<file path="config.mk">
export PLATFORM = sky130hd
export DESIGN_NAME = instr_sequencer
export DESIGN_NICKNAME = d
export VERILOG_FILES = /design/src/rtl/instr_sequencer_pkg.sv /design/src/rtl/instr_sequencer_bus_wait_timer.sv /design/src/rtl/instr_sequencer.sv
export SDC_FILE = /design/constraint.sdc
export NUM_CORES = 1
export LEC_CHECK = 0
export BUFFER_PORTS_ARGS = -buffer_cell sky130_fd_sc_hd__buf_2
export CAP_MARGIN = 15
export CORE_AREA = 2 2 132 147
export CTS_BUF_LIST = sky130_fd_sc_hd__clkbuf_4 sky130_fd_sc_hd__clkbuf_8 sky130_fd_sc_hd__clkbuf_16
export CTS_CLUSTER_SIZE = 20
export DETAILED_ROUTE_END_ITERATION = 16
export DIE_AREA = 0 0 134 149
export PLACE_DENSITY_LB_ADDON = 0.1
export SETUP_SLACK_MARGIN = 0.1
export SLEW_MARGIN = 40
export SYNTH_ARGS = -nofsm -noshare
export SYNTH_HDL_FRONTEND = slang
export SYNTH_HIERARCHICAL = 1
export SYNTH_SLANG_ARGS = --single-unit
</file>
<file path="constraint.sdc">
create_clock -name clk -period 2.4 [get_ports clk]
set_input_delay 0 -clock clk [delete_from_list [all_inputs] [get_ports clk]]
set_output_delay 0 -clock clk [all_outputs]
set_load 0.02 [all_outputs]
</file>
<file path="src/rtl/instr_sequencer_pkg.sv">
// Shared types and constants for the instruction sequencer: state encoding,
// instruction type codes and the default reset PC.
package instr_sequencer_pkg;

    localparam logic [2:0] S_FETCH   = 3'd0;
    localparam logic [2:0] S_DECODE  = 3'd1;
    localparam logic [2:0] S_EXECUTE = 3'd2;
    localparam logic [2:0] S_MEM     = 3'd3;
    localparam logic [2:0] S_WB      = 3'd4;
    localparam logic [2:0] S_COMMIT  = 3'd5;
    localparam logic [2:0] S_HALT    = 3'd6;
    localparam logic [2:0] S_FAULT   = 3'd7;

    typedef enum logic [2:0] {
        ST_FETCH   = S_FETCH,
        ST_DECODE  = S_DECODE,
        ST_EXECUTE = S_EXECUTE,
        ST_MEM     = S_MEM,
        ST_WB      = S_WB,
        ST_COMMIT  = S_COMMIT,
        ST_HALT    = S_HALT,
        ST_FAULT   = S_FAULT
    } state_e;

    // Type A: ALU only, Type B: ALU + register write, Type C: data memory access.
    typedef enum logic [1:0] {
        TYPE_A = 2'd0,
        TYPE_B = 2'd1,
        TYPE_C = 2'd2
    } instr_type_e;

    localparam logic [31:0] RESET_PC_DEFAULT = 32'h0000_0000;

    function automatic instr_type_e instr_type(input logic mem_op, input logic wb_op);
        if (mem_op) begin
            return TYPE_C;
        end
        return wb_op ? TYPE_B : TYPE_A;
    endfunction

endpackage

</file>
<file path="src/rtl/instr_sequencer_bus_wait_timer.sv">
// Counts cycles spent waiting on a memory ack; flags a timeout on the last
// allowed cycle unless the ack arrives in that same cycle.
module instr_sequencer_bus_wait_timer #(
    parameter int unsigned WAIT_MAX = 16
) (
    input  logic clk,
    input  logic rst,
    input  logic clr,
    input  logic en,
    input  logic ack,
    output logic timeout
);

    localparam int unsigned CW = $clog2(WAIT_MAX + 1);

    logic [CW-1:0] cnt_q;
    logic [CW-1:0] cnt_d;

    // cnt_q holds the number of completed wait cycles before the current one.
    assign timeout = en && !ack && (cnt_q == CW'(WAIT_MAX - 1));

    always_comb begin
        cnt_d = cnt_q;
        if (clr) begin
            cnt_d = '0;
        end else if (en) begin
            cnt_d = cnt_q + CW'(1);
        end
    end

    always_ff @(posedge clk) begin
        if (rst) begin
            cnt_q <= '0;
        end else begin
            cnt_q <= cnt_d;
        end
    end

endmodule

</file>
<file path="src/rtl/instr_sequencer.sv">
// Multi-cycle control FSM: fetch, decode, execute, optional memory and
// writeback, then commit of the next PC. Owns the PC, IR and retired count.
module instr_sequencer
    import instr_sequencer_pkg::*;
#(
    parameter logic [31:0] RESET_PC = RESET_PC_DEFAULT,
    parameter int unsigned WAIT_MAX = 16
) (
    input  logic        clk,
    input  logic        rst,
    output logic        imem_req,
    output logic [31:0] imem_addr,
    input  logic        imem_ack,
    input  logic [31:0] imem_rdata,
    output logic [31:0] ir,
    output logic        dec_en,
    input  logic        dec_halt,
    input  logic        mem_op,
    input  logic        wb_op,
    output logic        alu_en,
    output logic        dmem_req,
    input  logic        dmem_ack,
    output logic        rf_we,
    output logic        pc_en,
    input  logic [31:0] pc_nxt,
    output logic [31:0] pc,
    output logic [31:0] retired,
    output logic        halted,
    output logic        fault,
    output state_e      dbg_state
);

    // Handshake: a req stays high from the first cycle of FETCH/MEM until the
    // cycle its ack is seen; an ack counts only in a cycle where its req is high.

    state_e      state_q, state_d;
    logic [31:0] pc_q, pc_d;
    logic [31:0] ir_q, ir_d;
    logic [31:0] retired_q, retired_d;
    logic        wb_pend_q, wb_pend_d;

    logic        wait_en;
    logic        wait_ack;
    logic        wait_clr;
    logic        wait_timeout;

    assign wait_en  = (state_q == ST_FETCH) || (state_q == ST_MEM);
    assign wait_ack = ((state_q == ST_FETCH) && imem_ack) || ((state_q == ST_MEM) && dmem_ack);
    assign wait_clr = (state_d != state_q);

    instr_sequencer_bus_wait_timer #(
        .WAIT_MAX(WAIT_MAX)
    ) u_wait_timer (
        .clk    (clk),
        .rst    (rst),
        .clr    (wait_clr),
        .en     (wait_en),
        .ack    (wait_ack),
        .timeout(wait_timeout)
    );

    always_comb begin
        state_d   = state_q;
        pc_d      = pc_q;
        ir_d      = ir_q;
        retired_d = retired_q;
        wb_pend_d = wb_pend_q;
        imem_req  = 1'b0;
        dec_en    = 1'b0;
        alu_en    = 1'b0;
        dmem_req  = 1'b0;
        rf_we     = 1'b0;
        pc_en     = 1'b0;
        halted    = 1'b0;
        fault     = 1'b0;
        case (state_q)
            ST_FETCH: begin
                // Held low while reset is asserted so no fetch is requested then.
                imem_req = !rst;
                if (imem_ack) begin
                    ir_d    = imem_rdata;
                    state_d = ST_DECODE;
                end else if (wait_timeout) begin
                    state_d = ST_FAULT;
                end
            end
            ST_DECODE: begin
                dec_en  = 1'b1;
                state_d = dec_halt ? ST_HALT : ST_EXECUTE;
            end
            ST_EXECUTE: begin
                alu_en    = 1'b1;
                wb_pend_d = wb_op;
                if (mem_op) begin
                    state_d = ST_MEM;
                end else if (wb_op) begin
                    state_d = ST_WB;
                end else begin
                    state_d = ST_COMMIT;
                end
            end
            ST_MEM: begin
                dmem_req = 1'b1;
                if (dmem_ack) begin
                    state_d = wb_pend_q ? ST_WB : ST_COMMIT;
                end else if (wait_timeout) begin
                    state_d = ST_FAULT;
                end
            end
            ST_WB: begin
                rf_we   = 1'b1;
                state_d = ST_COMMIT;
            end
            ST_COMMIT: begin
                pc_en = 1'b1;
                if (pc_nxt[1:0] != 2'b00) begin
                    state_d = ST_FAULT;
                end else begin
                    pc_d      = pc_nxt;
                    retired_d = retired_q + 32'd1;
                    state_d   = ST_FETCH;
                end
            end
            ST_HALT: begin
                halted = 1'b1;
            end
            ST_FAULT: begin
                fault = 1'b1;
            end
            default: begin
                state_d = ST_FAULT;
            end
        endcase
    end

    always_ff @(posedge clk) begin
        if (rst) begin
            state_q   <= ST_FETCH;
            pc_q      <= RESET_PC;
            ir_q      <= 32'd0;
            retired_q <= 32'd0;
            wb_pend_q <= 1'b0;
        end else begin
            state_q   <= state_d;
            pc_q      <= pc_d;
            ir_q      <= ir_d;
            retired_q <= retired_d;
            wb_pend_q <= wb_pend_d;
        end
    end

    assign imem_addr = pc_q;
    assign pc        = pc_q;
    assign ir        = ir_q;
    assign retired   = retired_q;
    assign dbg_state = state_q;

endmodule

</file>
# --- Yosys cells after proc, flatten, opt, wreduce, memory -nomap -nowiden ---
# Cells that the tools add are included.
# Widths: inputs -> output; s select.
totals:
  regBits: 105
  elab_cells: 48
  inputBits: 71
  out_inout_bits: 139
op_classes:
  n_eq_ne: 9
  bitwise: 1
  n_reduce_logical: 13
  n_addsub: 2
  muxes: 17
op_table:
  columns: ["operator", "n"]
  rows:
  - ["$add 32x1->32 const B", 1]
  - ["$mux 3", 6]
  - ["$pmux 3 s6", 1]
  - ["$eq 3x3->1 const B", 4]
  - ["$mux 1", 10]
  - ["$eq 3x2->1 const B", 2]
  - ["$add 5x1->5 const B", 1]
  - ["$eq 5x4->1 const B", 1]
  - ["$logic_and 1x1->1", 4]
  - ["$reduce_and 2->1", 2]
  - ["$eq 3x1->1 const B", 1]
  - ["$logic_not 3->1", 1]
  - ["$ne 3x3->1", 1]
  - ["$logic_not 1->1", 2]
  - ["$logic_or 1x1->1", 2]
  - ["$reduce_bool 2->1", 1]
  - ["$reduce_or 2->1", 1]
  - ["$not 1->1", 1]

# --- Depth between registers and ports, before layout ---
logic_depth:
  ltp_word: 11
  ltp_mapped: 12
  mapped_depth_nobuf: 11

# --- Hierarchy ---
# Netlist, hierarchy kept.
by_module_without_submodules:
  columns: ["mod", "cells_per_inst", "seq_area_each_um2", "n_inst", "area_each_um2"]
  rows:
  - ["instr_sequencer", 540, 2001.9, 1, 4297.9]
  - ["instr_sequencer_bus_wait_timer", 25, 100.1, 1, 275.3]

# --- Worst setup path after synthesis ---
# Ideal clock, no wire load.
synth_path:
  kind: "register to register"
  from: "register state_q[0], in the netlist dbg_state[0]"
  to: "register u_wait_timer.cnt_q[4]"
  required_ns: 2.321
  t_arrival_ns: 2.663
  setup_ns: 0.079
  path_slack_ns: -0.342
  period_less_slack_ns: 2.742
  stages_incl_launch_ff: 12
  path_buffers: 1
  cell_sequence: "dfxtp_1 clkbuf_1 nand2_1 nor2_1 nand2_1 nand2_1 and3b_1 o32ai_1 mux2_2 o2111ai_1 or2_1 a211oi_2"
synth_via:
  elab_chain_len: 11
  elab_cells_between_ends: 19
  cone_classes: "eq/ne (6); mux (4); reduce/logical (9)"
synth_rtl:
  columns: ["item", "line", "rtl"]
  rows:
  - ["from (decl)", "instr_sequencer.sv:36", "state_e state_q, state_d;"]
  - ["from (signal assigned)", "instr_sequencer.sv:144", "state_q <= state_d;"]
  - ["$eq 3x2->1 or $logic_not 3->1 (tied branches)", "instr_sequencer.sv:48", "assign wait_ack = ((state_q == ST_FETCH) && imem_ack) || ((state_q == ST_MEM) && dmem_ack);"]
  - ["$logic_and 1x1->1", "instr_sequencer.sv:48", null]
  - ["$logic_or 1x1->1 *", "instr_sequencer.sv:48", null]
  - ["net wait_ack", "instr_sequencer.sv:43", "logic wait_ack;"]
  - ["$logic_not 1->1 *", "instr_sequencer_bus_wait_timer.sv:20", "assign timeout = en && !ack && (cnt_q == CW'(WAIT_MAX - 1));"]
  - ["$logic_and 1x1->1 * (2 in a row)", "instr_sequencer_bus_wait_timer.sv:20", null]
  - ["net wait_timeout", "instr_sequencer.sv:45", "logic wait_timeout;"]
  - ["$mux 3 *", "instr_sequencer.sv:83, instr_sequencer.sv:106", null]
  - ["$mux 3 (on tied branches)", "instr_sequencer.sv:104, instr_sequencer.sv:80", null]
  - ["$pmux 3 s6 *", "instr_sequencer.sv:76", "case (state_q)"]
  - ["$ne 3x3->1 *", "instr_sequencer.sv:49", "assign wait_clr = (state_d != state_q);"]
  - ["net wait_clr", "instr_sequencer.sv:44", "logic wait_clr;"]
  - ["$reduce_or 2->1 (no line) *", null, null]
  - ["to (signal assigned)", "instr_sequencer_bus_wait_timer.sv:35", "cnt_q <= cnt_d;"]
  - ["to (decl)", "instr_sequencer_bus_wait_timer.sv:16", "logic [CW-1:0] cnt_q;"]
# Mark *: on every way through the listed nets, which the timed path passes. The rest lies on a longest branch.
# A chain may end at the register's enable or synchronous reset.

# --- Worst setup path after layout ---
layout_path:
  from: "register u_wait_timer.cnt_q[0]"
  to: "register u_wait_timer.cnt_q[4]"
layout_via:
  elab_chain_len: 7
  elab_cells_between_ends: 9
  cone_classes: "add/sub (1); eq/ne (2); mux (4); reduce/logical (2)"
layout_rtl:
  columns: ["item", "line"]
  rows:
  - ["$eq 5x4->1 *", "instr_sequencer_bus_wait_timer.sv:20"]
  - ["$logic_and 1x1->1 *", "instr_sequencer_bus_wait_timer.sv:20"]
  - ["net wait_timeout", "instr_sequencer.sv:45"]
  - ["$mux 3 *", "instr_sequencer.sv:83, instr_sequencer.sv:106"]
  - ["$mux 3 (on tied branches)", "instr_sequencer.sv:104, instr_sequencer.sv:80"]
  - ["$pmux 3 s6 *", "instr_sequencer.sv:76"]
  - ["$ne 3x3->1 *", "instr_sequencer.sv:49"]
  - ["net wait_clr", "instr_sequencer.sv:44"]
  - ["$reduce_or 2->1 (no line) *", null]
# Marks and branches as above.

==> out/results.ini <==
[run]
maxCapViolations=0

[worst_setup_path]
slowest_delay_ps=370
crit_start=u_wait_timer/cnt_q[0]$_SDFFE_PP0P_
arrival_ps=2470
cpMaxStageDelayCell=dfxtp_4
crit_path_end_kind=flip-flop
critPathKind=flip-flop to flip-flop
path_max_fanout=4
start_kind=flip-flop
required_ps=2670
r2r_start=u_wait_timer/cnt_q[0]$_SDFFE_PP0P_
worstPathCellList=ha_4, and3_1, ha_2, and3b_2, nor2b_2, nor2b_1, o21bai_1, o2111ai_2, or2_4, a211oi_2

[grt]
antenna_found_initial=0
grt_pass1_vias=4406
grt_usage=0.137
overflow=0
grt_pass1_wl_mm=21.8
grt_max_degree=58

[sta]
setup_violations=0
timing.fmax_mhz=455
setup_tns_ps=0
slew-limit-headroom=0.560
drv_slew=0
rsz0062_at_grt=true
period_needed_ps=2200
tightest_slew_ps=659
finClkSkew_ps=10.1
hold_viol=0
period_share=0.917

[power_and_ir_drop]
power_density_nw_per_um2=663
p_total_mw=4.41
peakVddDrop_v=0.000348
power.share.sequential=0.436
sw_frac_of_total=0.306
pwr-share-comb=0.215
clkPwrFrac=0.349
p_leak_nw=2.93
power.switching_mw=1.35
p_int_mw=3.06

[detailed_routing]
drtAntennaViolNets=0
first_pass_iters=4
vias_per_cell=4.43
vias=4633
drc=0
drtIter0Drc=170
wirelength_mm=14.0
wire_per_inst_um=13.4

[place]
gp_congestion=0.739
dp_hpwl_mm=9.59
io_buffers=209

[yosys]
yosysWarningCount=6
synth_fp_nets=639
synth_area_um2=4570
ys_seq_area_frac=0.460
synth.avg_cell_area_um2=8.09
ys_seq_elements=105
syn-instance-count=565
synth_cell_types=48
synth_edf_count=0
synth_ff_type=dfxtp_1
synthArstFlopShare=0

[finish]
area_growth_pct=45.4
finish.utilization=0.357
fillCellCount=1950
diodes=0
fin_nets=867
drive_gt1_frac=0.333

[floorplan]
rows=53
io_pins=210
die_y_um=149
die_area_um2=20000
die_w_um=134
core_area_um2=18600
floorplan.initialDensity=0.245

[clock_tree]
clock_sinks=105
clkTransAtPathRegs_ps=80
clk_latency_ps=360
cts_buffers=9
cts_buffer_depth=2
cts_tree=built
clockRootBuffer=clkbuf_16
htreeDepth=3

[run_status]
status=finished, final reports clean

[min_path]
min-delay-path-class=input port to flip-flop
worstHoldStart=pc_nxt[1]

-- power groups by stage --
stage	Clock, mW	Sequential (mW)	Combinational, mW
floorplan	0	2.06	0.460
global placement	0	1.95	0.837
detailed placement	0	1.95	0.847
CTS	1.61	1.92	0.943
global route	1.69	1.94	1.04
finish	1.54	1.92	0.947
-- kinds of logic after synthesis --
kind of cell    synth area share
xor+xnor                  0.0153
simple gates               0.251
buf+inv                   0.0955
compound gates             0.153
fa+ha+maj                0.00821
mux                       0.0175
flops                      0.460
-- layer usage --
layer / routed length, µm / share of wire / vias up / track usage
met3: 787 / 0.056 / 12 / 0.0343
li1: - / - / 2353 / -
met1: 6080 / 0.43 / 2145 / 0.163
met5: 0 / 0 / - / 0
met4: 223 / 0.016 / 0 / 0.0553
met2: 6910 / 0.49 / 123 / 0.236
-- worst max-delay path: cells and delay by family (launching register included) --
family,cells,cell delay [ps]
and+or+nand+nor,5,990
AOI/OAI and AO/OA,3,450
DFF,1,370
adders and majority gates,2,330
-- registers in the layout, indices dropped and copies added, names as in the netlist --
name and cells:
u_wait_timer/cnt_q 5, wb_pend_q 1, dbg_state 3, imem_addr 32, ir 32, retired 32
-- stage by stage --
step / hold slack [ps] / worst slack, ps / instances / cell area [µm²]
3_3_place_gp: 239 / 105 / 965 / 5660
4_1_cts: 75.2 / 114 / 1044 / 6610
5_1_grt: 120 / 88.6 / 1045 / 6650
3_5_place_dp: 247 / 46.3 / 965 / 5660
2_1_floorplan: 136 / 104 / 565 / 4610
6_report: 96.8 / 200 / 1045 / 6650
-- synth_stat cells (all sizes together) (5+ instances only) --
cell type / count / area [µm²]
o31ai: 17 / 128
nand3: 9 / 45.0
a21oi: 86 / 430
clkbuf: 33 / 124
nand4: 9 / 77.6
inv: 9 / 33.8
o21ai: 9 / 45.0
nor2: 19 / 71.3
dfxtp: 105 / 2100
mux2: 5 / 60.1
or4: 18 / 135
xor2: 6 / 52.6
nor3b: 5 / 37.5
nand2: 144 / 541
buf: 38 / 279
and3: 6 / 37.5
-- cells in the final DEF (no fill, tap or decap), types with 4 or more instances in the layout --
cell type | Yosys | routed
o31ai_1 | 17 | 17
and3_1 | 6 | 6
nand4_1 | 7 | 7
dlygate4sd3_1 | 0 | 63
or4_1 | 18 | 18
nand3_1 | 9 | 9
o21ai_0 | 9 | 9
nor3b_1 | 5 | 5
inv_1 | 9 | 9
buf_4 | 32 | 17
dfxtp_1 | 105 | 101
or3_1 | 4 | 4
nor2_1 | 19 | 18
inv_6 | 0 | 4
buf_2 | 1 | 208
nand2_1 | 144 | 144
a21oi_1 | 86 | 86
xor2_1 | 6 | 6
clkbuf_16 | 0 | 9
-- path summary, 6_finish.rpt --
path,endpoint,slack (ps),cells past startpoint
worst max-delay path,u_wait_timer/cnt_q[4]$_SDFFE_PP0P_,200,10
worst min-delay path,retired[3]$_SDFFE_PP0P_,100,5
worst max register to register,u_wait_timer/cnt_q[4]$_SDFFE_PP0P_,200,10
worst min register to register,ir[22]$_SDFFE_PP0P_,460,2
-- what timing repair did --
item,CTS,global route
gates resized for setup,5,8
hold buffers,63,0
setup buffers,0,1
endpoints found under the setup margin,2,6
pin swaps,2,3
endpoints found under the hold margin,63,0
-- area by class of cell --
type                    instances  area [µm²]  area share
repair buffers                288        1800       0.271
clock inverters                 7        75.1      0.0113
well taps                     247         309      0.0465
flip-flops and latches        105        2110       0.318
multi-input cells             380        2090       0.315
inverters                       9        33.8     0.00508
clock buffers                   9         225      0.0339
No activity file was read; power rests on OpenSTA's default activity.
